## src/rtl/multicycle_control.sv

```systemverilog
// -----------------------------------------------------------------------------
// multicycle_control
//   Sequencer for the multicycle datapath. Decodes the instruction register and
//   walks each instruction through FETCH/DECODE/EXEC/MEM/WB, driving the
//   register-file, ALU, PC and memory strobes. Memory accesses use a
//   variable-latency ready handshake guarded by a timeout; bus timeouts and
//   illegal encodings park the sequencer in ERROR until reset.
//
// Ports
//   i_clk            clock, rising edge
//   i_reset_n        asynchronous active-low reset
//   i_instr          instruction register contents (valid from DECODE on)
//   i_mem_ready      memory completes the current request this cycle
//   i_alu_zero       ALU zero flag (valid in EXEC)
//   o_mem_req        memory request (fetch or data)
//   o_mem_we         memory write (SW in MEM only)
//   o_ir_write       load instruction register
//   o_pc_write       update PC this cycle
//   o_pc_select      00 PC+4, 01 branch target, 10 jump target, 11 rs
//   o_reg_write      register file write strobe
//   o_reg_dst        1: rd, 0: rt
//   o_write_reg31    write target forced to r31
//   o_alu_src        ALU B source (00 rt data, 01 sext imm16, 10 zext imm16,
//                    11 shift: A from rt, B from shamt)
//   o_alu_op         ALU operation (0 ADD,1 SUB,2 AND,3 OR,4 SLT,5 SLL,6 SRL)
//   o_mem_to_reg     write-back from memory data
//   o_state          current state (debug)
//   o_bus_error      sticky memory-timeout flag
//   o_illegal_instr  sticky illegal-encoding flag
//   o_instr_count    retired instructions, wraps to 0
// -----------------------------------------------------------------------------
module multicycle_control #(
    parameter int MEM_TIMEOUT = 16,
    parameter int CNT_W       = 32,
    parameter int ENABLE_LINK = 1
) (
    input  logic             i_clk,
    input  logic             i_reset_n,
    input  logic [31:0]      i_instr,
    input  logic             i_mem_ready,
    input  logic             i_alu_zero,
    output logic             o_mem_req,
    output logic             o_mem_we,
    output logic             o_ir_write,
    output logic             o_pc_write,
    output logic [1:0]       o_pc_select,
    output logic             o_reg_write,
    output logic             o_reg_dst,
    output logic             o_write_reg31,
    output logic [1:0]       o_alu_src,
    output logic [2:0]       o_alu_op,
    output logic             o_mem_to_reg,
    output logic [2:0]       o_state,
    output logic             o_bus_error,
    output logic             o_illegal_instr,
    output logic [CNT_W-1:0] o_instr_count
);

    localparam logic [5:0] OPCODE_RTYPE = 6'h00;
    localparam logic [5:0] OPCODE_J     = 6'h02;
    localparam logic [5:0] OPCODE_JAL   = 6'h03;
    localparam logic [5:0] OPCODE_BEQ   = 6'h04;
    localparam logic [5:0] OPCODE_BNE   = 6'h05;
    localparam logic [5:0] OPCODE_ADDI  = 6'h08;
    localparam logic [5:0] OPCODE_ANDI  = 6'h0C;
    localparam logic [5:0] OPCODE_ORI   = 6'h0D;
    localparam logic [5:0] OPCODE_LW    = 6'h23;
    localparam logic [5:0] OPCODE_SW    = 6'h2B;

    localparam logic [5:0] FUNC_SLL  = 6'h00;
    localparam logic [5:0] FUNC_SRL  = 6'h02;
    localparam logic [5:0] FUNC_JR   = 6'h08;
    localparam logic [5:0] FUNC_JALR = 6'h09;
    localparam logic [5:0] FUNC_ADD  = 6'h20;
    localparam logic [5:0] FUNC_SUB  = 6'h22;
    localparam logic [5:0] FUNC_AND  = 6'h24;
    localparam logic [5:0] FUNC_OR   = 6'h25;
    localparam logic [5:0] FUNC_SLT  = 6'h2A;

    localparam logic [2:0] OP_ADD = 3'd0;
    localparam logic [2:0] OP_SUB = 3'd1;
    localparam logic [2:0] OP_AND = 3'd2;
    localparam logic [2:0] OP_OR  = 3'd3;
    localparam logic [2:0] OP_SLT = 3'd4;
    localparam logic [2:0] OP_SLL = 3'd5;
    localparam logic [2:0] OP_SRL = 3'd6;

    localparam logic [1:0] ALU_SRC_DATA_B     = 2'd0;
    localparam logic [1:0] ALU_SRC_SEXT_IMM16 = 2'd1;
    localparam logic [1:0] ALU_SRC_ZEXT_IMM16 = 2'd2;
    localparam logic [1:0] ALU_SRC_SHIFT      = 2'd3;

    localparam logic [1:0] PC_SEL_PC4    = 2'b00;
    localparam logic [1:0] PC_SEL_BRANCH = 2'b01;
    localparam logic [1:0] PC_SEL_JUMP   = 2'b10;
    localparam logic [1:0] PC_SEL_RS     = 2'b11;

    localparam int              WAIT_W  = $clog2(MEM_TIMEOUT + 1);
    localparam logic [WAIT_W-1:0] WAIT_LAST = WAIT_W'(MEM_TIMEOUT - 1);

    typedef enum logic [2:0] {
        S_IDLE   = 3'd0,
        S_FETCH  = 3'd1,
        S_DECODE = 3'd2,
        S_EXEC   = 3'd3,
        S_MEM    = 3'd4,
        S_WB     = 3'd5,
        S_ERROR  = 3'd7
    } state_e;

    typedef enum logic [3:0] {
        CLS_ILLEGAL, CLS_ALU, CLS_LOAD, CLS_STORE, CLS_BEQ, CLS_BNE,
        CLS_J, CLS_JAL, CLS_JR, CLS_JALR
    } class_e;

    state_e             r_state;
    logic [WAIT_W-1:0]  r_wait;
    logic               r_bus_error;
    logic               r_illegal;
    logic [CNT_W-1:0]   r_count;

    logic [5:0] w_op;
    logic [5:0] w_func;
    class_e     w_class;
    logic       w_is_rtype;
    logic [2:0] w_alu_op;
    logic [1:0] w_alu_src;
    logic       w_unused;

    assign w_op     = i_instr[31:26];
    assign w_func   = i_instr[5:0];
    assign w_unused = ^i_instr[25:6];

    // Instruction classification plus the ALU setting each class needs in EXEC/MEM.
    // Link forms fall through to CLS_ILLEGAL when linking is disabled.
    always_comb begin
        w_class    = CLS_ILLEGAL;
        w_alu_op   = OP_ADD;
        w_alu_src  = ALU_SRC_DATA_B;
        w_is_rtype = (w_op == OPCODE_RTYPE);
        case (w_op)
            OPCODE_RTYPE: begin
                case (w_func)
                    FUNC_ADD: w_class = CLS_ALU;
                    FUNC_SUB: begin w_class = CLS_ALU; w_alu_op = OP_SUB; end
                    FUNC_AND: begin w_class = CLS_ALU; w_alu_op = OP_AND; end
                    FUNC_OR:  begin w_class = CLS_ALU; w_alu_op = OP_OR;  end
                    FUNC_SLT: begin w_class = CLS_ALU; w_alu_op = OP_SLT; end
                    // Shifts take A from rt and B from shamt.
                    FUNC_SLL: begin w_class = CLS_ALU; w_alu_op = OP_SLL; w_alu_src = ALU_SRC_SHIFT; end
                    FUNC_SRL: begin w_class = CLS_ALU; w_alu_op = OP_SRL; w_alu_src = ALU_SRC_SHIFT; end
                    FUNC_JR:  w_class = CLS_JR;
                    FUNC_JALR: if (ENABLE_LINK != 0) w_class = CLS_JALR;
                    default: ;
                endcase
            end
            OPCODE_J:   w_class = CLS_J;
            OPCODE_JAL: if (ENABLE_LINK != 0) w_class = CLS_JAL;
            OPCODE_BEQ: begin w_class = CLS_BEQ; w_alu_op = OP_SUB; end
            OPCODE_BNE: begin w_class = CLS_BNE; w_alu_op = OP_SUB; end
            OPCODE_ADDI: begin w_class = CLS_ALU; w_alu_src = ALU_SRC_SEXT_IMM16; end
            OPCODE_ANDI: begin w_class = CLS_ALU; w_alu_op = OP_AND; w_alu_src = ALU_SRC_ZEXT_IMM16; end
            OPCODE_ORI:  begin w_class = CLS_ALU; w_alu_op = OP_OR;  w_alu_src = ALU_SRC_ZEXT_IMM16; end
            OPCODE_LW:   begin w_class = CLS_LOAD;  w_alu_src = ALU_SRC_SEXT_IMM16; end
            OPCODE_SW:   begin w_class = CLS_STORE; w_alu_src = ALU_SRC_SEXT_IMM16; end
            default: ;
        endcase
    end

    // Sequencer state, memory wait counter, sticky flags and retire counter.
    // The wait counter is cleared on every transition into FETCH or MEM; a
    // ready on the final allowed wait cycle still completes the request.
    always_ff @(posedge i_clk or negedge i_reset_n) begin
        if (!i_reset_n) begin
            r_state     <= S_IDLE;
            r_wait      <= '0;
            r_bus_error <= 1'b0;
            r_illegal   <= 1'b0;
            r_count     <= '0;
        end else begin
            case (r_state)
                S_IDLE: begin
                    r_state <= S_FETCH;
                    r_wait  <= '0;
                end
                S_FETCH: begin
                    if (i_mem_ready) begin
                        r_state <= S_DECODE;
                    end else if (r_wait == WAIT_LAST) begin
                        r_state     <= S_ERROR;
                        r_bus_error <= 1'b1;
                    end else begin
                        r_wait <= r_wait + WAIT_W'(1);
                    end
                end
                S_DECODE: begin
                    case (w_class)
                        CLS_J, CLS_JAL: begin
                            r_state <= S_FETCH;
                            r_wait  <= '0;
                            r_count <= r_count + CNT_W'(1);
                        end
                        CLS_ILLEGAL: begin
                            r_state   <= S_ERROR;
                            r_illegal <= 1'b1;
                        end
                        default: r_state <= S_EXEC;
                    endcase
                end
                S_EXEC: begin
                    case (w_class)
                        CLS_LOAD, CLS_STORE: begin
                            r_state <= S_MEM;
                            r_wait  <= '0;
                        end
                        CLS_BEQ, CLS_BNE, CLS_JR, CLS_JALR: begin
                            r_state <= S_FETCH;
                            r_wait  <= '0;
                            r_count <= r_count + CNT_W'(1);
                        end
                        default: r_state <= S_WB;
                    endcase
                end
                S_MEM: begin
                    if (i_mem_ready) begin
                        if (w_class == CLS_STORE) begin
                            r_state <= S_FETCH;
                            r_wait  <= '0;
                            r_count <= r_count + CNT_W'(1);
                        end else begin
                            r_state <= S_WB;
                        end
                    end else if (r_wait == WAIT_LAST) begin
                        r_state     <= S_ERROR;
                        r_bus_error <= 1'b1;
                    end else begin
                        r_wait <= r_wait + WAIT_W'(1);
                    end
                end
                S_WB: begin
                    r_state <= S_FETCH;
                    r_wait  <= '0;
                    r_count <= r_count + CNT_W'(1);
                end
                S_ERROR: r_state <= S_ERROR;
                default: r_state <= S_ERROR;
            endcase
        end
    end

    // Strobes are decoded combinationally from the current state so that
    // reset removes mem_req in the same cycle it is asserted.
    always_comb begin
        o_mem_req     = 1'b0;
        o_mem_we      = 1'b0;
        o_ir_write    = 1'b0;
        o_pc_write    = 1'b0;
        o_pc_select   = PC_SEL_PC4;
        o_reg_write   = 1'b0;
        o_reg_dst     = 1'b0;
        o_write_reg31 = 1'b0;
        o_alu_src     = ALU_SRC_DATA_B;
        o_alu_op      = OP_ADD;
        o_mem_to_reg  = 1'b0;
        case (r_state)
            S_FETCH: begin
                o_mem_req = 1'b1;
                if (i_mem_ready) begin
                    o_ir_write = 1'b1;
                    o_pc_write = 1'b1;
                end
            end
            S_DECODE: begin
                if (w_class == CLS_J || w_class == CLS_JAL) begin
                    o_pc_write  = 1'b1;
                    o_pc_select = PC_SEL_JUMP;
                end
                if (w_class == CLS_JAL) begin
                    o_reg_write   = 1'b1;
                    o_write_reg31 = 1'b1;
                end
            end
            S_EXEC: begin
                o_alu_op  = w_alu_op;
                o_alu_src = w_alu_src;
                o_reg_dst = w_is_rtype;
                case (w_class)
                    CLS_BEQ: begin o_pc_write = i_alu_zero;  o_pc_select = PC_SEL_BRANCH; end
                    CLS_BNE: begin o_pc_write = !i_alu_zero; o_pc_select = PC_SEL_BRANCH; end
                    CLS_JR:  begin o_pc_write = 1'b1; o_pc_select = PC_SEL_RS; end
                    CLS_JALR: begin
                        o_pc_write    = 1'b1;
                        o_pc_select   = PC_SEL_RS;
                        o_reg_write   = 1'b1;
                        o_write_reg31 = 1'b1;
                    end
                    default: ;
                endcase
            end
            S_MEM: begin
                o_mem_req = 1'b1;
                o_mem_we  = (w_class == CLS_STORE);
                o_alu_op  = w_alu_op;
                o_alu_src = w_alu_src;
            end
            S_WB: begin
                o_reg_write  = 1'b1;
                o_mem_to_reg = (w_class == CLS_LOAD);
                o_reg_dst    = w_is_rtype;
            end
            default: ;
        endcase
    end

    assign o_state         = r_state;
    assign o_bus_error     = r_bus_error;
    assign o_illegal_instr = r_illegal;
    assign o_instr_count   = r_count;

endmodule
```

## config.mk

```make
export PLATFORM = sky130hd
export DESIGN_NAME = multicycle_control
export DESIGN_NICKNAME = d
export VERILOG_FILES = /design/src/rtl/multicycle_control.sv
export SDC_FILE = /design/constraint.sdc
export NUM_CORES = 1
export LEC_CHECK = 0
export ABC_AREA = 1
export ABC_CLOCK_PERIOD_IN_PS = 1500
export CORE_ASPECT_RATIO = 0.7
export CORE_UTILIZATION = 45
export DETAILED_ROUTE_END_ITERATION = 7
export GPL_ROUTABILITY_DRIVEN = 0
export PLACE_DENSITY_LB_ADDON = 0.3
export SYNTH_ARGS = -nofsm -noshare
export SYNTH_HDL_FRONTEND = slang
export SYNTH_SLANG_ARGS = --single-unit
```

## constraint.sdc

```tcl
create_clock -name i_clk -period 1.5 [get_ports i_clk]
set_input_delay 0.225 -clock i_clk [delete_from_list [all_inputs] [get_ports i_clk]]
set_output_delay 0.225 -clock i_clk [all_outputs]
set_load 0.01 [all_outputs]
```

==> flow_metrics.py, run 1 <==
metrics = {
    "run_status": {
        "status": "finished with violations",
        "violations": "design-rule violations, negative setup slack",
    },
    "timing": {
        "timing.slew.headroom_pct": 67.4,
        "finalMaxSlewViolations": 0,
        "clock_skew_ns": 0.00823,
        "grt_setup_unrepaired": "true",
        "min_period_over_period_pct": 129,
        "setup_viol": 55,
        "fin_tns_setup_ns": -18.82,
        "setup_slack_ns": -0.434,
        "worstMarginPinSlew_ns": 0.488,
        "period_needed_ns": 1.93,
        "hold_viol": 0,
        "fmax_mhz": 517,
    },
    "global_routing": {
        "grt_pass1_vias": 3901,
        "grt-ovfl-total": 0,
        "track_usage_pct": 30.6,
        "grt_max_degree": 27,
        "grt_pass1_wl_mm": 18.7,
        "antenna_found_initial": 0,
    },
    "drt": {
        "dr.pass1.iters": 8,
        "wl_per_cell_um": 17.2,
        "vias": 4531,
        "postRouteAntennaNets": 0,
        "vias_per_cell": 5.55,
        "wl_mm": 14.0,
        "drtIter0Drc": 609,
        "drc": 32,
    },
    "setup_path": {
        "start_kind": "register",
        "cp-end-kind": "register",
        "cpPeakStageDelay_ns": 0.47,
        "cp_max_fo": 5,
        "cp_slowest_cell": "dfrtp_2",
        "path_cells": "buf_12 -> buf_6 -> buf_6 -> nand2_4 -> nor2_4 -> nand2_2 -> nand3_2 -> nor2_4 -> nand3_4 -> clkbuf_16 -> buf_6 -> nand2_2 -> nand2_1",
        "cp.required_ns": 1.70,
        "crit_type": "reg -> reg",
        "crit_arrival_ns": 2.13,
        "path_common_cell": "buf_6",
    },
    "synthesis": {
        "ys_warn_count": 0,
        "ys_types": 38,
        "avgSynthCellArea_sq_um": 6.45,
        "synthArstFlopShare_pct": 100,
        "synth_seq_area_share_pct": 31.5,
        "ys.flop_type": "dfrtp_1",
        "synth_nets": 555,
        "synth_cells": 517,
        "syn_area_sq_um": 3340,
        "ys_seq_elements": 42,
        "synth-edff-count": 0,
    },
    "cts": {
        "cts_tree": "yes",
        "cts.sinks": 42,
        "clk_path_buf_depth": 2,
        "clk_latency_ns": 0.31,
        "cts_root_buf": "clkbuf_8",
        "path_clk_slew_ns": 0.09,
        "htreeDepth": 2,
        "numCtsBuffers": 5,
    },
    "floorplanning": {
        "die_x_um": 105,
        "rows": 25,
        "fp.dieArea_sq_um": 7770,
        "die_y_um": 74.0,
        "floorplan.initialDensity_pct": 48.0,
        "core-area_sq_um": 6940,
        "num_io_pins": 88,
    },
    "hold_path": {
        "hold_path_class": "in -> async",
    },
    "pwr": {
        "leakage_uw": 0.00287,
        "ir_drop_uv": 466,
        "power.density_nw_per_um2": 396,
    },
    "final_layout": {
        "antennaDiodeCount": 0,
        "area_growth_syn_to_layout_pct": 71.7,
        "drive_gt1_share_pct": 39.3,
        "layout_common_cells": "nand2_1 (168), buf_4 (113), nor2_1 (55), inv_1 (46), dlygate4sd2_1 (36)",
        "final_common_cell": "nand2_1",
        "final_util_pct": 82.5,
        "final_nets": 760,
    },
    "place": {
        "post-dp-hpwl_mm": 8.13,
        "io_buffers": 67,
    },
    "job": {
        "maxCapViolCount": 0,
    },
}
==> routing by layer <==
metal	track usage, %	up-vias	share of wire, %
met1	41.9	2119	41
met3	6.84	84	9.2
met5	0	-	0
met4	8.14	0	4.4
li1	-	2043	-
met2	49.7	285	45
==> flip-flops by register name, indices dropped and copies added, names as in the netlist <==
register and count:
r_wait 5, o_instr_count 32, o_illegal_instr 1, o_state 3
o_bus_error 1
==> through the flow <==
stage / hold slack, ns / total power, uW / setup slack [ns] / instances / instance area [sq um]
final: 0.405 / 2270 / -0.434 / 817 / 5730
after global routing: 0.443 / 2330 / -0.490 / 817 / 5730
after CTS: 0.405 / 2240 / -0.316 / 804 / 5280
after detailed placement: 0.204 / 1330 / -0.892 / 758 / 4760
after global placement: 0.192 / 1320 / -0.788 / 758 / 4760
after floorplan: -0.0706 / 1210 / 0.00616 / 517 / 3370
==> final timing paths <==
kind	startpoint	end	slack [ns]	depth (start not counted)
hold reg to reg	o_illegal_instr	o_illegal_instr	0.48	2
setup / recovery	o_state[2]	o_instr_count[10]	-0.43	13
setup reg to reg	o_state[2]	o_instr_count[10]	-0.43	13
hold / removal	i_reset_n	o_instr_count[5]	0.40	2
max in group asynchronous	i_reset_n	o_instr_count[20]	0.57	3
min in group i_clk	o_illegal_instr	o_illegal_instr	0.48	2
==> cells in the mapped netlist, types with 2 or more instances <==
cell,count,area (sq um)
nand2_1,199,747
nor2_1,69,259
inv_1,48,180
dfrtp_1,42,1050
nand3_1,33,165
nand2_2,24,150
xor2_1,11,96.3
nand3b_1,10,75.1
nor3_1,9,45.0
o21ai_1,9,45.0
a21oi_1,6,30.0
nand4_1,6,37.5
xnor2_1,6,52.6
o21ai_0,5,25.0
o211ai_1,4,30.0
a31oi_1,3,18.8
buf_12,3,60.1
nor2_2,3,18.8
buf_2,2,10.0
ha_1,2,25.0
inv_2,2,7.51
nand3_2,2,20.0
nand3_4,2,35.0
nor2_4,2,22.5
or2_2,2,12.5
==> area by class of cell <==
type | count | area (sq um)
sequential | 42 | 1060
tap | 94 | 118
clock inverter | 2 | 37.5
fill | 410 | 1220
timing repair buffer | 205 | 1830
clock buffer | 6 | 72.6
inverter | 52 | 218
multi-input combinational | 416 | 2390
==> critical path, delay by kind of cell (launching register included) <==
kind | cells | cell delay, ns
buffers and inverters | 5 | 0.71
AND/OR/NAND/NOR | 8 | 0.63
flip-flops | 1 | 0.47
==> cell families (layout without fill, tap and decap cells) <==
kind of cell	after synthesis	count (layout)	synth area share (%)
AND/OR/NAND/NOR	367	367	49.6
XOR/XNOR	17	17	4.46
adder cells (fa/ha/maj)	2	2	0.750
flip-flops	42	42	31.5
AO/OA/AOI/OAI	30	30	5.21
buffers and inverters	59	265	8.48
==> what timing repair did <==
item | in CTS | in global routing
endpoints found under the setup margin | 87 | 60
gates resized for setup | 153 | 76
buffers inserted | 37 | 9
hold buffers | 1 | 0
endpoints found under the hold margin | 16 | 0
cloned | 0 | 7
pin swaps | 19 | 22
==> report_power, final <==
group          switching, uW  leakage (uW)  total (uW)  internal (uW)
logic                    116       0.00226         188           72.5
clock network            452     0.0000514         950            498
registers                  0      0.000555        1130           1130
total                    568       0.00287        2270           1700
Power figures use the tool's default switching activity.
==> run 2, diff against run 1 <==
--- a/config.mk
+++ b/config.mk
@@ -11,6 +11,7 @@
 export CORE_UTILIZATION = 45
 export DETAILED_ROUTE_END_ITERATION = 7
 export GPL_ROUTABILITY_DRIVEN = 0
+export GPL_TIMING_DRIVEN = 0
 export PLACE_DENSITY_LB_ADDON = 0.3
 export SYNTH_ARGS = -nofsm -noshare
 export SYNTH_HDL_FRONTEND = slang
==> run 2 against run 1 <==
The run ends with negative setup slack left. Power decreased by 2.1%. Register-to-register slack improved by 0.07 ns. Final cell count decreased by 7.1%. Wire length decreased by 5.7%. Combinational power decreased by 9%. Fmax increased by 1.3%. Non-clock buffer count decreased by 59. Critical endpoint is now o_reg_write. Largest cell class unchanged. Largest power group unchanged. Highest routed layer unchanged.
==> flow_metrics.py, run 2 (synthesis results as in run 1) <==
metrics = {
    "cts": {
        "cts_root_buf": "clkbuf_8",
        "clk_latency_ns": 0.31,
        "path_clk_slew_ns": 0.09,
        "cts.sinks": 42,
        "clk_path_buf_depth": 2,
        "numCtsBuffers": 5,
        "htreeDepth": 2,
        "cts_tree": "yes",
    },
    "timing": {
        "worstMarginPinSlew_ns": 0.351,
        "setup_slack_ns": -0.409,
        "period_needed_ns": 1.91,
        "clock_skew_ns": 0.00870,
        "min_period_over_period_pct": 127,
        "setup_viol": 54,
        "grt_setup_unrepaired": "true",
        "timing.slew.headroom_pct": 76.5,
        "hold_viol": 0,
        "finalMaxSlewViolations": 0,
        "fmax_mhz": 524,
    },
    "drt": {
        "postRouteAntennaNets": 0,
        "vias": 4328,
        "vias_per_cell": 5.70,
        "dr.pass1.iters": 6,
        "drtIter0Drc": 405,
        "wl_mm": 13.2,
        "wl_per_cell_um": 17.4,
        "drc": 0,
    },
    "final_layout": {
        "antennaDiodeCount": 0,
        "largest_reg_flops": 32,
        "drive_gt1_share_pct": 40.6,
        "area_growth_syn_to_layout_pct": 63.3,
        "nFillCells": 443,
        "layout_common_cells": "nand2_1 (152), buf_4 (54), nand2_2 (53), nor2_1 (52), inv_1 (44)",
        "fin_cells": 759,
        "final_nets": 702,
        "design_area_sq_um": 5450,
        "final_common_cell": "nand2_1",
    },
    "setup_path": {
        "start_kind": "register",
        "reg2reg_to": "o_instr_count[24]",
        "r2r_start": "o_state[0]",
        "crit_type": "reg -> out",
        "cp.required_ns": 1.27,
        "critPathTopFamily": "simple AND/OR/NAND/NOR gates",
        "crit_buf_inv": 2,
        "path_common_cell": "nand2_1",
        "r2r_slack_ns": -0.36,
        "cpPeakStageDelay_ns": 0.43,
        "path_cells": "buf_6 -> nor3_4 -> nand4_1 -> o21ai_2 -> nand2_1 -> nand2_1 -> buf_2",
        "rr_worst_depth": 11,
        "cp-end-kind": "output pin",
        "cp_slowest_cell": "dfrtp_2",
        "cp_max_fo": 4,
        "crit_arrival_ns": 1.68,
    },
    "pwr": {
        "switching_share_pct": 24.4,
        "ir_drop_uv": 434,
        "netSwitchingPower_uw": 542,
        "power.density_nw_per_um2": 408,
        "leakage_uw": 0.00287,
        "clkPwrFrac_pct": 41.4,
        "total_power_uw": 2220,
        "seq_power_share_pct": 50.9,
        "p_comb_share_pct": 7.7,
        "internal_power_uw": 1680,
    },
    "floorplanning": {
        "floorplan.initialDensity_pct": 48.0,
        "core-area_sq_um": 6940,
        "fp.dieArea_sq_um": 7770,
        "num_io_pins": 88,
        "rows": 25,
        "die_x_um": 105,
        "die_y_um": 74.0,
    },
    "run_status": {
        "status": "finished with violations",
        "violations": "negative setup slack",
    },
    "place": {
        "dp.cells": 679,
        "place_area_sq_um": 4170,
        "io_buffers": 67,
        "post-dp-hpwl_mm": 7.06,
    },
    "global_routing": {
        "grt-ovfl-total": 0,
        "track_usage_pct": 31.3,
        "grt_max_degree": 30,
        "grt_pass1_vias": 3863,
        "antenna_found_initial": 0,
        "grt_pass1_wl_mm": 18.9,
    },
    "hold_path": {
        "hold_path_class": "in -> async",
    },
    "job": {
        "maxCapViolCount": 0,
    },
}
## run 2: changes by cell type in the layout (fill, tap and decap cells not counted), sizes merged, moves of 2 or more
cell / before / now
dlymetal6s2s: 2 / 12
dlygate4sd2: 36 / 24
buf: 148 / 92
clkdlybuf4s50: 11 / 8
clkdlybuf4s15: 0 / 2
inv: 50 / 52
## run 2: cell type report
cell class,count,area (sq um),share of cell area (%)
sequential,42,1080,19.8
tap,94,118,2.16
clock buffer,5,68.8,1.26
multi-input combinational,416,2470,45.4
timing repair inverter,1,11.3,0.207
timing repair buffer,139,1320,24.2
buffer,7,121,2.23
clock inverter,3,40.0,0.735
inverter,52,216,3.97
## run 2: power groups by stage
stage,Sequential [uW],Combinational [uW],Clock (uW)
after floorplan,1150,51.6,0
after global placement,1150,137,0
after detailed placement,1150,146,0
after CTS,1130,164,923
after global routing,1130,187,962
final,1130,171,920
## run 2: repair_timing
item	4_1_cts	5_1_grt
cloned	6	1
buffers inserted	57	7
pin swaps	30	27
endpoints found under the setup margin	83	71
hold endpoints to repair	13	0
resized for setup	197	91
hold buffers	1	0
## run 2: worst max-delay path by stage
stage                           start                end  cells past startpoint
after floorplan            o_state[2]  o_instr_count[13]                     11
after global placement      i_reset_n         o_state[1]                      1
after detailed placement  i_instr[31]         o_pc_write                      9
after CTS                  o_state[0]        o_reg_write                      7
after global routing       o_state[0]        o_reg_write                      7
final                      o_state[0]        o_reg_write                      7
## run 2: routing by layer
layer  global-route usage, %  wire (um)  up-vias
met5                       0          0        -
met4                    10.6        461        0
met3                    6.22       1280       69
met2                    51.2       6110      297
met1                    42.1       5390     2029
li1                        -          -     1933
## run 2: metrics by stage
| stage | setup slack, ns | setup TNS (ns) | util (%) | hold slack (ns) |
|---|---|---|---|---|
| finish | -0.409 | -14.04 | 78.4 | 0.345 |
| CTS | -0.298 | -9.69 | 73.7 | 0.353 |
| floorplan | 0.00616 | 0 | - | -0.0706 |
| global route | -0.459 | -15.88 | 78.4 | 0.391 |
| global placement | -1.10 | -70.60 | 59.9 | 0.448 |
| detailed placement | -0.957 | -33.17 | 60.1 | 0.147 |
==> run 3, diff against run 2 <==
--- a/config.mk
+++ b/config.mk
@@ -12,6 +12,7 @@
 export DETAILED_ROUTE_END_ITERATION = 7
 export GPL_ROUTABILITY_DRIVEN = 0
 export GPL_TIMING_DRIVEN = 0
+export MAX_ROUTING_LAYER = met4
 export PLACE_DENSITY_LB_ADDON = 0.3
 export SYNTH_ARGS = -nofsm -noshare
 export SYNTH_HDL_FRONTEND = slang
==> run 3 against run 2 <==
The flow still finishes with violations (negative setup slack). Flip-flop and latch count unchanged. Power increased by 0.30%. Utilization increased by 0.090 points. Critical path depth unchanged. Largest cell class unchanged. Register-to-register slack about the same. Die area unchanged. Clock skew increased by 0.0036 ns. First-iteration DRC count increased by 15%. Worst hold slack got worse by 0.0040 ns. Final area increased by 0.11%. Combinational power about the same. Fmax decreased by 0.38%.
==> flow_metrics.py, run 3 (synthesis results as in run 1) <==
metrics = {
    "run_status": {
        "status": "finished with violations",
        "violations": "negative setup slack",
    },
    "timing": {
        "fmax_mhz": 522,
        "timing.hold.ws_ns": 0.341,
        "setup_viol": 53,
        "period_needed_ns": 1.92,
        "min_period_over_period_pct": 128,
        "setup_slack_ns": -0.416,
        "timing.slew.headroom_pct": 77.2,
        "clock_skew_ns": 0.0123,
        "finalMaxSlewViolations": 0,
        "worstMarginPinSlew_ns": 0.341,
        "fin_tns_setup_ns": -14.19,
        "hold_viol": 0,
        "grt_setup_unrepaired": "true",
    },
    "global_routing": {
        "grt-ovfl-total": 0,
        "grt_pass1_vias": 3868,
        "grt_max_degree": 30,
        "track_usage_pct": 32.3,
        "antenna_found_initial": 0,
        "grt_pass1_wl_mm": 18.9,
    },
    "drt": {
        "drc": 0,
        "drtIter0Drc": 464,
        "wl_mm": 13.2,
        "vias": 4259,
        "postRouteAntennaNets": 0,
        "wl_per_cell_um": 17.4,
        "dr.pass1.iters": 6,
        "vias_per_cell": 5.61,
    },
    "place": {
        "io_buffers": 67,
        "dp.cells": 679,
        "pre_cts_ws_ns": -0.957,
        "post-dp-hpwl_mm": 7.06,
    },
    "cts": {
        "cts_root_buf": "clkbuf_8",
        "path_clk_slew_ns": 0.09,
        "cts.sinks": 42,
        "numCtsBuffers": 5,
        "clk_path_buf_depth": 2,
        "clk_latency_ns": 0.32,
        "htreeDepth": 2,
        "cts_tree": "yes",
    },
    "final_layout": {
        "nFillCells": 442,
        "drive_gt1_share_pct": 40.8,
        "area_growth_syn_to_layout_pct": 63.5,
        "fin_cells": 759,
        "largest_reg_flops": 32,
        "layout_common_cells": "nand2_1 (152), buf_4 (54), nand2_2 (53), nor2_1 (52), inv_1 (44)",
        "final_common_cell": "nand2_1",
        "antennaDiodeCount": 0,
        "final_nets": 702,
    },
    "hold_path": {
        "hold_path_class": "in -> async",
    },
    "pwr": {
        "total_power_uw": 2230,
        "ir_drop_uv": 439,
        "power.density_nw_per_um2": 409,
        "leakage_uw": 0.00287,
    },
    "floorplanning": {
        "die_x_um": 105,
        "fp.dieArea_sq_um": 7770,
        "num_io_pins": 88,
        "floorplan.initialDensity_pct": 48.0,
        "rows": 25,
        "die_y_um": 74.0,
        "core-area_sq_um": 6940,
    },
    "job": {
        "maxCapViolCount": 0,
    },
    "setup_path": {
        "cp-end-kind": "output pin",
        "crit_arrival_ns": 1.69,
        "crit_type": "reg -> out",
        "cp_max_fo": 4,
        "rr_worst_depth": 14,
        "cp.required_ns": 1.27,
        "start_kind": "register",
    },
}
run 3: power breakdown:
part	internal, uW	total [uW]	switching (uW)	leakage (uW)
Combinational	59.4	172	112	0.00229
Clock	491	926	436	0.0000579
Sequential	1130	1130	0	0.000529
run 3: final cells by class:
cell class | count | area [sq um] | share of cell area (%)
inverter | 52 | 219 | 4.02
multi-input combinational | 416 | 2480 | 45.4
tap | 94 | 118 | 2.16
clock buffer | 5 | 68.8 | 1.26
timing repair inverter | 1 | 11.3 | 0.207
clock inverter | 3 | 40.0 | 0.734
sequential | 42 | 1080 | 19.8
timing repair buffer | 139 | 1320 | 24.1
buffer | 7 | 121 | 2.23
run 3: per-layer routing:
layer	vias up	routed length, um	track usage, %
met5	-	0	-
met4	0	424	10.6
met3	65	1320	6.31
met2	277	6160	51.3
met1	1996	5270	41.8
li1	1921	-	-
run 3: path summary, 6_finish.rpt:
check / from / endpoint / slack [ns]
worst max-delay path: o_state[0] / o_reg_write / -0.42
worst min-delay path: i_reset_n / o_instr_count[6] / 0.34
worst max register to register: o_state[2] / o_instr_count[24] / -0.37
worst min register to register: o_bus_error / o_bus_error / 0.49
max in group asynchronous: i_reset_n / o_instr_count[11] / 0.66
min in group i_clk: o_bus_error / o_bus_error / 0.49
run 3: worst max-delay path, cell delays in order (launching register included):
cell and delay, ns:
dfrtp_2 0.43, buf_6 0.13, nor3_4 0.20, nand4_1 0.19, o21ai_2 0.12, nand2_1 0.09, nand2_1 0.07, buf_2 0.14
run 3: through the flow:
step                      cell area (sq um)  util [%]
after global placement                 4160      59.9
after CTS                              5120      73.7
after global routing                   5450      78.5
after floorplan                        3370         -
final                                  5450      78.5
after detailed placement               4170      60.1
run 3: repair_timing:
item	4_1_cts	5_1_grt
buffers inserted	57	7
gates resized for setup	197	93
pin swaps	30	28
hold buffers	1	0
setup endpoints to repair	83	70
hold endpoints to repair	13	0
cloned	6	1
